$ cat src/rtl/fifo_uart_tx.sv
// Drains a show-ahead byte FIFO and serialises each entry as an asynchronous UART frame:
// start bit, LSB-first data, optional parity, one or two stop bits.
module fifo_uart_tx #(
    parameter int CLKS_PER_BIT = 434,
    parameter int DATA_WIDTH   = 8,
    parameter int PARITY       = 0,
    parameter int STOP_BITS    = 1
) (
    input  logic                  clk,
    input  logic                  reset,
    input  logic                  tx_enable,
    input  logic                  fifo_empty,
    input  logic [DATA_WIDTH-1:0] fifo_rd_data,
    output logic                  fifo_rd_en,
    output logic                  tx,
    output logic                  busy,
    output logic                  tx_done,
    output logic [15:0]           bytes_sent
);

    localparam int STOP_CLKS = STOP_BITS * CLKS_PER_BIT;
    localparam int BW        = $clog2(STOP_CLKS);
    localparam int CW        = $clog2(DATA_WIDTH + 1);
    localparam logic [BW-1:0] BIT_LAST  = BW'(CLKS_PER_BIT - 1);
    localparam logic [BW-1:0] STOP_LAST = BW'(STOP_CLKS - 1);
    localparam logic [CW-1:0] IDX_LAST  = CW'(DATA_WIDTH - 1);

    typedef enum logic [2:0] {
        S_IDLE,
        S_START,
        S_DATA,
        S_PARITY,
        S_STOP
    } state_t;

    state_t                r_state, w_state_next;
    logic [BW-1:0]         r_baud, w_baud_next;
    logic [CW-1:0]         r_bit, w_bit_next;
    logic [DATA_WIDTH-1:0] r_shift, w_shift_next;
    logic                  r_parity, w_parity_next;
    logic                  r_tx, w_tx_next;
    logic                  r_busy;
    logic [15:0]           r_count;
    logic                  w_bit_end;
    logic                  w_stop_end;

    assign w_bit_end  = (r_baud == BIT_LAST);
    assign w_stop_end = (r_state == S_STOP) && (r_baud == STOP_LAST);

    // The only pop source; held off during reset so the FIFO never loses a word to it.
    assign fifo_rd_en = (r_state == S_IDLE) && tx_enable && !fifo_empty && !reset;
    assign tx_done    = w_stop_end && !reset;
    assign tx         = r_tx;
    assign busy       = r_busy;
    assign bytes_sent = r_count;

    always_comb begin
        w_state_next  = r_state;
        w_baud_next   = r_baud + BW'(1);
        w_bit_next    = r_bit;
        w_shift_next  = r_shift;
        w_parity_next = r_parity;
        w_tx_next     = r_tx;
        case (r_state)
            S_IDLE: begin
                w_baud_next = '0;
                w_tx_next   = 1'b1;
                if (fifo_rd_en) begin
                    w_shift_next  = fifo_rd_data;
                    w_parity_next = (PARITY == 2) ? ~^fifo_rd_data : ^fifo_rd_data;
                    w_bit_next    = '0;
                    w_tx_next     = 1'b0;
                    w_state_next  = S_START;
                end
            end
            S_START: begin
                if (w_bit_end) begin
                    w_baud_next  = '0;
                    w_tx_next    = r_shift[0];
                    w_state_next = S_DATA;
                end
            end
            S_DATA: begin
                if (w_bit_end) begin
                    w_baud_next = '0;
                    if (r_bit == IDX_LAST) begin
                        if (PARITY != 0) begin
                            w_tx_next    = r_parity;
                            w_state_next = S_PARITY;
                        end else begin
                            w_tx_next    = 1'b1;
                            w_state_next = S_STOP;
                        end
                    end else begin
                        w_bit_next   = r_bit + CW'(1);
                        w_shift_next = r_shift >> 1;
                        w_tx_next    = w_shift_next[0];
                    end
                end
            end
            S_PARITY: begin
                if (w_bit_end) begin
                    w_baud_next  = '0;
                    w_tx_next    = 1'b1;
                    w_state_next = S_STOP;
                end
            end
            S_STOP: begin
                if (w_stop_end) begin
                    w_baud_next  = '0;
                    w_state_next = S_IDLE;
                end
            end
            default: begin
                w_baud_next  = '0;
                w_tx_next    = 1'b1;
                w_state_next = S_IDLE;
            end
        endcase
    end

    always_ff @(posedge clk) begin
        if (reset) begin
            r_state  <= S_IDLE;
            r_baud   <= '0;
            r_bit    <= '0;
            r_shift  <= '0;
            r_parity <= 1'b0;
            r_tx     <= 1'b1;
            r_busy   <= 1'b0;
            r_count  <= '0;
        end else begin
            r_state  <= w_state_next;
            r_baud   <= w_baud_next;
            r_bit    <= w_bit_next;
            r_shift  <= w_shift_next;
            r_parity <= w_parity_next;
            r_tx     <= w_tx_next;
            r_busy   <= (w_state_next != S_IDLE);
            if (w_stop_end) begin
                r_count <= r_count + 16'd1;
            end
        end
    end

endmodule

$ cat config.mk
export PLATFORM = sky130hd
export DESIGN_NAME = fifo_uart_tx
export DESIGN_NICKNAME = d
export VERILOG_FILES = /design/src/rtl/fifo_uart_tx.sv
export SDC_FILE = /design/constraint.sdc
export NUM_CORES = 1
export LEC_CHECK = 0
export BUFFER_PORTS_ARGS = -buffer_cell sky130_fd_sc_hd__buf_2
export CAP_MARGIN = 20
export CORE_ASPECT_RATIO = 0.8
export CORE_UTILIZATION = 51
export CTS_CLUSTER_DIAMETER = 50
export DETAILED_ROUTE_END_ITERATION = 10
export GPL_TIMING_DRIVEN = 0
export PLACE_DENSITY = 0.72
export SYNTH_ARGS = -nofsm -noshare
export SYNTH_HDL_FRONTEND = slang
export SYNTH_SLANG_ARGS = --single-unit
$ cat constraint.sdc
create_clock -name clk -period 1.8 [get_ports clk]
set_clock_uncertainty 0.15 [all_clocks]
set_input_delay 0.36 -clock clk [delete_from_list [all_inputs] [get_ports clk]]
set_output_delay 0.36 -clock clk [all_outputs]
set_load 0.01 [all_outputs]
# Yosys cells after proc, flatten, opt, wreduce, memory -nomap -nowiden

Cells that the tools add are included.

Add/subtract/negate cells: 3
Eq/ne operators: 11
Mux-type cells: 24
Bitwise gates (word level): 1
Reductions and logical operators: 13

Operators by type and width:

| kind                                                                   | count |
|---|---|
| 8-bit 2-to-1 mux                                                       | 3 |
| 3-bit 2-to-1 mux                                                       | 6 |
| 9-bit 2-to-1 mux                                                       | 2 |
| 9-bit case mux with 2 select lines                                     | 1 |
| 16-bit by 1-bit adder with 16-bit output (second input constant)       | 1 |
| 8-bit case mux with 2 select lines                                     | 1 |
| 3-bit case mux with 5 select lines                                     | 1 |
| 4-bit 2-to-1 mux                                                       | 3 |
| 2-bit inequality test (second input constant)                          | 5 |
| 9-bit by 1-bit adder with 9-bit output (second input constant)         | 1 |
| 9-bit equality test (second input constant)                            | 1 |
| 4-bit case mux with 2 select lines                                     | 1 |
| 4-bit AND reduction                                                    | 2 |
| 3-bit by 2-bit equality test with 1-bit output (second input constant) | 2 |
| 1-bit logical AND                                                      | 5 |
| 1-bit 2-to-1 mux                                                       | 5 |
| 1-bit case mux with 5 select lines                                     | 1 |
| 4-bit by 1-bit adder with 4-bit output (second input constant)         | 1 |
| 4-bit by 3-bit equality test with 1-bit output (second input constant) | 1 |
| 3-bit by 1-bit equality test with 1-bit output (second input constant) | 1 |
| 3-bit equality test (second input constant)                            | 1 |
| 3-bit zero test                                                        | 1 |
| 3-bit nonzero test                                                     | 1 |
| 3-bit OR reduction                                                     | 1 |
| other kinds (3)                                                        | 4 |

Register bits: 42
Input bits: 12

# Logic depth before layout (Yosys ltp)

Gate-level depths: netlist (run 1).

Word-level depth: 7
Mapped depth: 8
Gate-level depth less buffers: 6

# Least setup slack after synthesis (run 1)

Ideal clock, no wire load.

Path type: register -> register
From: register r_baud[0]
To: register r_count[6], in the netlist bytes_sent[6]
Setup time: 0.070 ns
Arrival time: 1.652 ns
Required time: 1.580 ns
Setup slack: -0.072 ns
Stages on the path, launching flop included: 8
Cells stage by stage: dfxtp_1 > ha_1 > and4b_1 > buf_2 > nand4_4 > buf_2 > or3_1 > a21oi_1

Word-level cells in the longest chain between the ends: 2

Ends and longest elaborated chain:

| what                   | RTL line | source |
|---|---|---|
| start, declared        | 37       | `logic [BW-1:0] r_baud, w_baud_next;` |
| start signal, assigned | 134      | `r_baud <= w_baud_next;` |
| 9-bit equality test    | 48       | `assign w_stop_end = (r_state == S_STOP) && (r_baud == STOP_LAST);` |
| 1-bit logical AND      | 48       |  |
| end signal, assigned   | 141      | `r_count <= r_count + 16'd1;` |
| end, declared          | 43       | `logic [15:0] r_count;` |

Every way passes these cells.
A chain may end at the register's enable or synchronous reset.

# Final worst setup path (run 1)

From: register r_baud[1]
To: output port tx_done

Word-level cells in the longest chain between the ends: 3

Ends and longest elaborated chain:

| what                | RTL line | source |
|---|---|---|
| 9-bit equality test | 48       |  |
| 1-bit logical AND   | 48       |  |
| 1-bit logical AND   | 52       | `assign tx_done = w_stop_end && !reset;` |
| end, declared       | 17       | `output logic tx_done,` |

Every way passes these cells.

==> summary.txt, run 1 <==
Drt
  – Wire length on met2: 2550 um
  – DRC errors left: 0
  – Avg WL per Cell: 15.8 um
  – WL final: 5660 um
  – DRT Pass-1 Iters: 4
  – Via/cell ratio: 5.97
  – DR vias: 2,137
  – Uppermost layer routed: met4
  – ANT nets after route: 0
  – Metal1 wirelength: 2660 um
  – Drt initial violations: 257
  – Met3 WL: 382 um

Critical path
  – Max incr delay on CP: 0.33 ns
  – Crit path DAT: 1.42 ns
  – Critical Path RT: 1.29 ns
  – Worst path bufs/invs: 3
  – CP Launch Type: flop
  – CP Max Fanout: 5
  – Crit-path cells: inv_2 > ha_4 > and4b_1 > buf_6 > nand3_4 > nor2_2 > buf_2
  – Crit end category: primary output
  – Slowest cell on the critical path: dfxtp_2
  – Critical path class: reg2out
  – CP delay by family, top: simple AND/OR/NAND/NOR gates

Status
  – Failing checks: setup timing
  – Status: finished with violations

Timing
  – Setup TNS: -1.25 ns
  – Setup WS post-layout: -0.134 ns
  – F_max: 517 MHz
  – Part of the cycle the worst path needs: 107%
  – Unrepaired setup endpoints after global routing: true
  – Worst-margin pin slew: 0.556 ns
  – Final Setup Violations: 16
  – Slew Viols, Final: 0
  – Final Hold Vio Count: 0
  – Worst rel slew slack: 62.9%
  – Crit path time final: 1.93 ns

Yosys
  – Post-synth ARST share: 0%
  – Post-synth top area cell: dfxtp_1
  – Post-Synthesis Cells: 244
  – Synth Area in Compound Gates: 19.9%
  – Flops & latches, synth: 42
  – Mux cell area share after synthesis: 3.26%
  – Simple-gate share of the synthesized area: 26.6%
  – Largest family of logic cells by synthesized area: simple AND/OR/NAND/NOR gates
  – Syn nets: 260
  – Ys Warns: 0
  – Avg Cell Area, Syn: 8.80 um^2
  – Most used DFF post-synth: dfxtp_1
  – Xor/xnor cell area share of the yosys netlist: 4.49%
  – Adder-Cell Fraction of Synth Area: 2.33%
  – Synth Cell Area: 2150 um^2
  – Post-synth EDFFs: 0
  – Synth top area share: 39.2%
  – Synth cell types: 51
  – Top post-synthesis cells by area: dfxtp_1, a21oi_1, nor2_1, o31ai_1, nand3_1
  – Register area share after synthesis: 39.2%

Power
  – VDD IR-drop max: 0.000475 V
  – Power density cells: 649 nW/um^2
  – LEAKAGE: 1.08 nW

Clock tree
  – Clock buffer count from CTS: 5
  – Root Driver: clkbuf_8
  – CTS tree: built
  – # hold bufs at CTS: 0
  – Clk Latency, worst-skew pair: 0.30 ns
  – Maximum clock insertion buffer count: 2
  – Clock Pin Slew Worst Setup and Hold Paths: 0.08 ns
  – Htree depth: 2
  – Clk sinks: 42

Floorplan
  – Starting density of the core: 55.0%
  – Die height: 60.0 um
  – Row cnt: 20
  – Core area: 3900 um^2
  – DIE AREA: 4480 um^2
  – Die width: 74.5 um
  – Num ports: 32

Final layout
  – Commonest non-fill, non-tap cell in the layout: dfxtp_1
  – Most frequent cells in the layout: dfxtp_1, buf_2, a21oi_1
  – Area of the multi-input gates: 1350 um^2
  – Register area: 853 um^2
  – Fraction of layout cells with a size suffix above 1: 33.7%
  – # diodes: 0
  – Util after Layout: 73.1%
  – Nets: 319
  – Filler cells: 298
  – Synth-to-Final Area Change: 33.0%

Global route
  – Vias in the first global route: 1,828
  – GRT Total Usage: 25.5%
  – Largest net degree at the start of global routing: 13
  – First-pass GRT wire length: 8440 um
  – Initial antenna violation count: 0
  – GRT Residual Overflow: 0

Run
  – Max-Cap Viols: 0

Placement
  – Port Buf Inserts: 30
  – DP HPWL: 3510 um
  – GP Congestion: 0.840

Hold path
  – Hold Path Class: in2reg
## kinds of logic (layout without fill, tap and decap cells)
group | count (synthesis) | after routing
AOI/OAI and AO/OA | 67 | 67
xor gates and xnor gates | 11 | 11
adders and majority gates | 4 | 4
buffers and inverters | 21 | 80
DFF | 42 | 42
muxes | 7 | 7
and+or+nand+nor | 92 | 92
## synthesized netlist by cell type, types with 2 or more instances
master,number
nand3_1,15
o31ai_1,11
buf_2,6
mux2i_1,7
nand3b_1,5
o21bai_1,2
xnor2_1,8
o21ai_0,8
nor2_1,22
dfxtp_1,42
nor3_1,2
nand2_1,9
clkbuf_1,8
a21boi_0,2
a21oi_1,27
nor4_1,2
inv_1,6
a311oi_1,6
or4_1,10
nand4_1,6
ha_1,4
and4_1,3
or3_1,3
xor2_1,3
## area by class of cell
type                            instances  share of cell area [%]
Sequential cell                        42                    29.9
Buffer                                 14                    3.37
Clock inverter                          1                    1.05
Inverter                                6                   0.789
Multi-Input combinational cell        181                    47.2
Tap cell                               55                    2.41
Timing Repair Buffer                   53                    12.4
Clock buffer                            6                    2.89
## stage by stage
step	power [mW]	setup slack (ns)	area, um^2	instances	hold slack, ns
after global placement	1.07	-0.225	2380	329	0.288
after detailed placement	1.07	-0.261	2380	329	0.298
after global routing	1.91	-0.236	2860	358	0.172
after CTS	1.85	-0.151	2680	350	0.141
after floorplan	1.04	0.0185	2160	244	0.273
final	1.85	-0.134	2860	358	0.148
## per-layer routing
metal,track usage (%),up-vias
li1,-,1035
met1,35.8,1011
met2,38.5,82
met3,4.72,9
met4,10.2,0
met5,0,-
## power breakdown
part           switching (mW)  total [mW]  internal [mW]
Sequential             0.0134       0.955          0.941
Clock                   0.331       0.774          0.444
Combinational          0.0647       0.124         0.0596
Total                   0.409        1.85           1.44
## path summary, 6_finish.rpt
kind | startpoint | endpoint | slack [ns] | cells after the start
min | fifo_rd_data[7] | r_shift[7] | 0.15 | 3
min reg2reg | bytes_sent[15] | bytes_sent[15] | 0.34 | 2
max reg2reg | r_state[2] | bytes_sent[6] | -0.13 | 7
max | r_baud[1] | tx_done | -0.13 | 7
## registers in the layout, indices dropped and copies added, names as in the netlist
signal / flops
r_baud: 9
r_shift: 8
busy: 1
bytes_sent: 16
tx: 1
r_state: 3
r_bit: 4
## worst min-delay path: cells and delay by family
family / cells / cell delay, ns
AND/OR/NAND/NOR: 1 / 0.05
buffers and inverters: 1 / 0.09
AO/OA/AOI/OAI: 1 / 0.05
## repair_timing
action,4_1_cts,5_1_grt
resized for setup,23,29
setup endpoints to repair,23,34
pin swaps,6,6
setup buffers,14,8
gates cloned,1,0
(Power assumes the default switching activity.)
==> run 2, diff against run 1 <==
--- a/config.mk
+++ b/config.mk
@@ -8,11 +8,12 @@
 export BUFFER_PORTS_ARGS = -buffer_cell sky130_fd_sc_hd__buf_2
 export CAP_MARGIN = 20
 export CORE_ASPECT_RATIO = 0.8
-export CORE_UTILIZATION = 51
+export CORE_UTILIZATION = 53
+export CTS_BUF_LIST = sky130_fd_sc_hd__clkbuf_8
 export CTS_CLUSTER_DIAMETER = 50
 export DETAILED_ROUTE_END_ITERATION = 10
 export GPL_TIMING_DRIVEN = 0
-export PLACE_DENSITY = 0.72
+export PLACE_DENSITY = 0.75
 export SYNTH_ARGS = -nofsm -noshare
 export SYNTH_HDL_FRONTEND = slang
 export SYNTH_SLANG_ARGS = --single-unit
==> constraint.sdc (replaced) <==
create_clock -name clk -period 1.8 [get_ports clk]
set_clock_uncertainty 0.15 [all_clocks]
set_input_delay 0.36 -clock clk [delete_from_list [all_inputs] [get_ports clk]]
set_output_delay 0.36 -clock clk [all_outputs]
set_load 0.1 [all_outputs]
==> summary.txt, run 2 (synthesis gave the netlist of run 1 again) <==
Placement
  – GP Congestion: 0.810
  – DP HPWL: 3340 um
  – Post-place setup slack: -0.318 ns
  – Inst Count DP: 329
  – Port Buf Inserts: 30

Drt
  – Drt initial violations: 233
  – DRT Pass-1 Iters: 5
  – Avg WL per Cell: 17.4 um
  – Via/cell ratio: 6.19
  – WL final: 6200 um
  – DR vias: 2,203
  – DRC errors left: 0
  – ANT nets after route: 0

Timing
  – Final Hold Vio Count: 0
  – Setup WS post-layout: -0.233 ns
  – Worst rel slew slack: 57.0%
  – Worst-margin pin slew: 0.645 ns
  – Slew Viols, Final: 0
  – Final Setup Violations: 19
  – Crit path time final: 2.03 ns
  – Min Hold Slack: 0.131 ns
  – Part of the cycle the worst path needs: 113%
  – Unrepaired setup endpoints after global routing: true
  – F_max: 492 MHz

Global route
  – GRT Total Usage: 27.6%
  – Largest net degree at the start of global routing: 16
  – First-pass GRT wire length: 8890 um
  – GRT Residual Overflow: 0
  – Initial antenna violation count: 0
  – Vias in the first global route: 1,837

Floorplan
  – Num ports: 32
  – Starting density of the core: 56.1%
  – Core area: 3830 um^2
  – Die height: 58.9 um
  – Die width: 73.2 um
  – DIE AREA: 4310 um^2
  – Row cnt: 20

Final layout
  – Most frequent cells in the layout: buf_2, a21oi_1, nor2_1, dfxtp_1, dfxtp_4
  – Max FFs per register: 16
  – Area of the multi-input gates: 1450 um^2
  – Filler cells: 262
  – Commonest non-fill, non-tap cell in the layout: buf_2
  – # diodes: 0
  – Nets: 316
  – Fraction of layout cells with a size suffix above 1: 42.5%
  – Final Non-Filler Cells: 356
  – Synth-to-Final Area Change: 39.7%
  – Register area: 907 um^2

Critical path
  – Critical path class: reg2out
  – Path depth of the worst reg2reg path: 7
  – CP Launch Type: flop
  – Max incr delay on CP: 0.38 ns
  – Crit path DAT: 1.52 ns
  – Critical Path RT: 1.29 ns
  – Worst r2r src: r_baud[3]
  – Worst flop-to-flop path endpoint: bytes_sent[11]
  – Worst path bufs/invs: 2
  – Reg2reg setup slack: -0.19 ns
  – CP delay by family, top: simple AND/OR/NAND/NOR gates
  – Slowest cell on the critical path: dfxtp_4
  – CP Max Fanout: 5
  – Crit-path cells: and4bb_2 > buf_6 > nand3_4 > nor2_4 > buf_12
  – Crit end category: primary output

Hold path
  – WHS Endpoint: r_shift[7]
  – WHS Path Cells: 3
  – Hold Path Origin: fifo_rd_data[7]
  – Hold Path Class: in2reg

Status
  – Status: finished with violations
  – Failing checks: setup timing

Clock tree
  – Root Driver: clkbuf_8
  – Maximum clock insertion buffer count: 2
  – # hold bufs at CTS: 0
  – Clk sinks: 42
  – Clock buffer count from CTS: 5
  – CTS tree: built
  – Clock Pin Slew Worst Setup and Hold Paths: 0.10 ns
  – Clk Latency, worst-skew pair: 0.31 ns
  – Htree depth: 2

Run
  – Max-Cap Viols: 0

Power
  – VDD IR-drop max: 0.000605 V
  – Power density cells: 574 nW/um^2
  – LEAKAGE: 1.11 nW
  – Pwr Total: 1.72 mW
==> run 2: per-layer routing <==
layer / part of all wire (%) / up-vias / track usage (%) / wire length, um
met1: 44 / 1060 / 40.1 / 2710
met3: 6.5 / 13 / 5.65 / 403
li1: - / 1045 / - / -
met2: 48 / 85 / 41.3 / 2990
met4: 1.4 / 0 / 7.84 / 88
met5: 0 / - / 0 / 0
==> run 2: where the power goes <==
group | leakage (nW) | internal (mW) | switching, mW
sequential | 0.356 | 0.921 | 0.0126
combinational | 0.700 | 0.0501 | 0.0850
clock | 0.0494 | 0.280 | 0.373
total | 1.11 | 1.25 | 0.470
==> run 2: layout make-up <==
cell class,instances,area share [%]
sequential,42,30.2
clock buffer,5,2.29
timing repair buffer,48,11.7
multi-input combinational,182,48.4
buffer,15,3.63
inverter,6,0.751
tap,55,2.29
clock inverter,3,0.709
==> run 2: worst max-delay path by stage <==
stage               slack, ns          to  cells past startpoint  startpoint
detailed placement      -0.32  fifo_rd_en                      5  fifo_empty
floorplan               -0.13     tx_done                      6   r_baud[1]
global placement        -0.30  fifo_rd_en                      5  fifo_empty
finish                  -0.23     tx_done                      5   r_baud[3]
CTS                     -0.20     tx_done                      7   r_baud[1]
global route            -0.27     tx_done                      7   r_baud[1]
==> run 2: repair_timing <==
item	4_1_cts	5_1_grt
setup buffers	15	2
resized for setup	23	47
cloned	2	0
setup endpoints to repair	23	37
pin swaps	6	7
==> run 2: through the flow <==
stage	util [%]	cell area, um^2	TNS (ns)
floorplan	-	2260	-0.250
global placement	64.8	2480	-2.66
detailed placement	64.8	2480	-3.10
CTS	73.0	2800	-2.05
global route	78.4	3000	-3.84
finish	78.4	3000	-2.40
==> run 2: worst register-to-register path: cells and delay by family (launching register included) <==
kind / cells / cell delay, ns
AND/OR/NAND/NOR: 3 / 0.86
flip-flops: 1 / 0.38
buffers and inverters: 3 / 0.39
AO/OA/AOI/OAI: 1 / 0.14
==> run 3, diff against run 2 <==
--- a/config.mk
+++ b/config.mk
@@ -8,12 +8,12 @@
 export BUFFER_PORTS_ARGS = -buffer_cell sky130_fd_sc_hd__buf_2
 export CAP_MARGIN = 20
 export CORE_ASPECT_RATIO = 0.8
-export CORE_UTILIZATION = 53
+export CORE_UTILIZATION = 50
 export CTS_BUF_LIST = sky130_fd_sc_hd__clkbuf_8
 export CTS_CLUSTER_DIAMETER = 50
 export DETAILED_ROUTE_END_ITERATION = 10
 export GPL_TIMING_DRIVEN = 0
-export PLACE_DENSITY = 0.75
+export PLACE_DENSITY = 0.71
 export SYNTH_ARGS = -nofsm -noshare
 export SYNTH_HDL_FRONTEND = slang
 export SYNTH_SLANG_ARGS = --single-unit
==> summary.txt, run 3 (synthesis gave the netlist of run 1 again) <==
Timing
  – Part of the cycle the worst path needs: 112%
  – F_max: 498 MHz
  – Final Setup Violations: 27
  – Slew Viols, Final: 0
  – Unrepaired setup endpoints after global routing: true
  – Min Hold Slack: 0.151 ns
  – Setup TNS: -3.06 ns
  – Crit path time final: 2.01 ns
  – Final Hold Vio Count: 0
  – Worst rel slew slack: 55.8%
  – Setup WS post-layout: -0.210 ns
  – Worst-margin pin slew: 0.664 ns

Global route
  – Vias in the first global route: 1,961
  – Initial antenna violation count: 0
  – GRT Residual Overflow: 0
  – Largest net degree at the start of global routing: 14
  – First-pass GRT wire length: 8900 um
  – GRT Total Usage: 26.2%

Critical path
  – CP Max Fanout: 8
  – CP Launch Type: flop
  – Max incr delay on CP: 0.32 ns
  – CP delay by family, top: simple AND/OR/NAND/NOR gates
  – Worst path bufs/invs: 3
  – Critical path class: reg2out
  – Slowest cell on the critical path: dfxtp_1
  – Crit-path cells: buf_6 > nor2_2 > and2_1 > clkbuf_8 > buf_12
  – Critical Path RT: 1.29 ns
  – Crit path DAT: 1.50 ns
  – Crit end category: primary output

Clock tree
  – Maximum clock insertion buffer count: 2
  – Htree depth: 2
  – # hold bufs at CTS: 0
  – Clock Pin Slew Worst Setup and Hold Paths: 0.08 ns
  – Root Driver: clkbuf_8
  – CTS tree: built
  – Clock buffer count from CTS: 5
  – Clk sinks: 42
  – Clk Latency, worst-skew pair: 0.30 ns

Power
  – Power Internal: 1.25 mW
  – Pwr Total: 1.68 mW
  – LEAKAGE: 1.11 nW
  – Clk pwr share: 35.3%
  – Sw Share: 25.5%
  – Power density cells: 562 nW/um^2
  – Net Sw Power: 0.428 mW
  – Combinational Power Share: 9.0%
  – VDD IR-drop max: 0.000466 V
  – Sequential share of power: 55.8%

Run
  – Max-Cap Viols: 0

Final layout
  – Max FFs per register: 16
  – Commonest non-fill, non-tap cell in the layout: buf_2
  – Util after Layout: 75.6%
  – Design Area, Final: 2990 um^2
  – Filler cells: 296
  – Most frequent cells in the layout: buf_2, a21oi_1, dfxtp_1
  – # diodes: 0
  – Fraction of layout cells with a size suffix above 1: 42.3%
  – Nets: 322
  – Synth-to-Final Area Change: 39.2%

Floorplan
  – Num ports: 32
  – DIE AREA: 4560 um^2
  – Row cnt: 20
  – Starting density of the core: 54.3%
  – Core area: 3950 um^2
  – Die height: 60.6 um
  – Die width: 75.3 um

Drt
  – WL final: 5770 um
  – Avg WL per Cell: 15.9 um
  – DRC errors left: 0
  – Via/cell ratio: 5.96
  – Drt initial violations: 188
  – DRT Pass-1 Iters: 4
  – ANT nets after route: 0
  – DR vias: 2,156

Placement
  – GP Congestion: 0.826
  – DP Area: 2480 um^2
  – DP HPWL: 3550 um
  – Port Buf Inserts: 30

Status
  – Status: finished with violations
  – Failing checks: setup timing

Hold path
  – Hold Path Class: in2reg
[run 3: changes by cell type in the layout (fill, tap and decap cells not counted), moves of 2 or more]
| cell | change |
|---|---|
| buf_4 | +8 |
| o21ai_0 | +3 |
| o21ai_1 | -3 |
| buf_6 | -2 |
| inv_4 | -2 |
| or4_1 | +2 |
| or4_4 | -2 |
[run 3: area by class of cell]
type / count / area, um^2 / area share [%]
clock inverters: 3 / 17.5 / 0.586
flip-flops and latches: 42 / 903 / 30.2
plain buffers: 14 / 118 / 3.94
multi-input cells: 182 / 1410 / 47.1
repair buffers: 55 / 382 / 12.8
clock buffers: 5 / 68.8 / 2.30
well taps: 55 / 68.8 / 2.30
inverters: 6 / 22.5 / 0.754
[run 3: metrics by stage]
| stage | worst slack [ns] | cells |
|---|---|---|
| global route | -0.278 | 362 |
| finish | -0.210 | 362 |
| CTS | -0.200 | 348 |
| floorplan | -0.130 | 244 |
| global placement | -0.293 | 329 |
| detailed placement | -0.315 | 329 |
[run 3: what timing repair did]
action                                  CTS  global route
hold endpoints to repair                  0             0
buffers inserted                         10            13
cloned                                    1             2
pin swaps                                 5            18
gates resized for setup                  27            37
endpoints found under the setup margin   24            39
[run 3: path summary, 6_finish.rpt]
kind,start,endpoint,slack (ns),cells after the start
worst min register to register,bytes_sent[14],bytes_sent[14],0.34,2
worst min-delay path,fifo_rd_data[7],r_shift[7],0.15,3
worst max-delay path,r_state[2],fifo_rd_en,-0.21,5
worst max register to register,r_baud[1],bytes_sent[12],-0.19,7
[run 3: metal layers]
layer | vias up | routed length (um) | global-route usage (%)
met5 | - | 0 | 0
met4 | 0 | 121 | 10.8
met3 | 15 | 420 | 5.15
met2 | 76 | 2490 | 39.9
met1 | 1018 | 2740 | 36.7
li1 | 1047 | - | -
[run 3: power by group through the flow]
| stage | clock network, mW | logic [mW] | registers, mW |
|---|---|---|---|
| finish | 0.592 | 0.150 | 0.936 |
| detailed placement | 0 | 0.120 | 0.957 |
| CTS | 0.608 | 0.132 | 0.934 |
| global placement | 0 | 0.119 | 0.957 |
| global route | 0.643 | 0.161 | 0.938 |
| floorplan | 0 | 0.0682 | 0.975 |
[run 3: tightest hold or removal path, cell delays in order]
cell	delay, ns
buf_2	0.09
nand2_1	0.05
a21oi_1	0.05
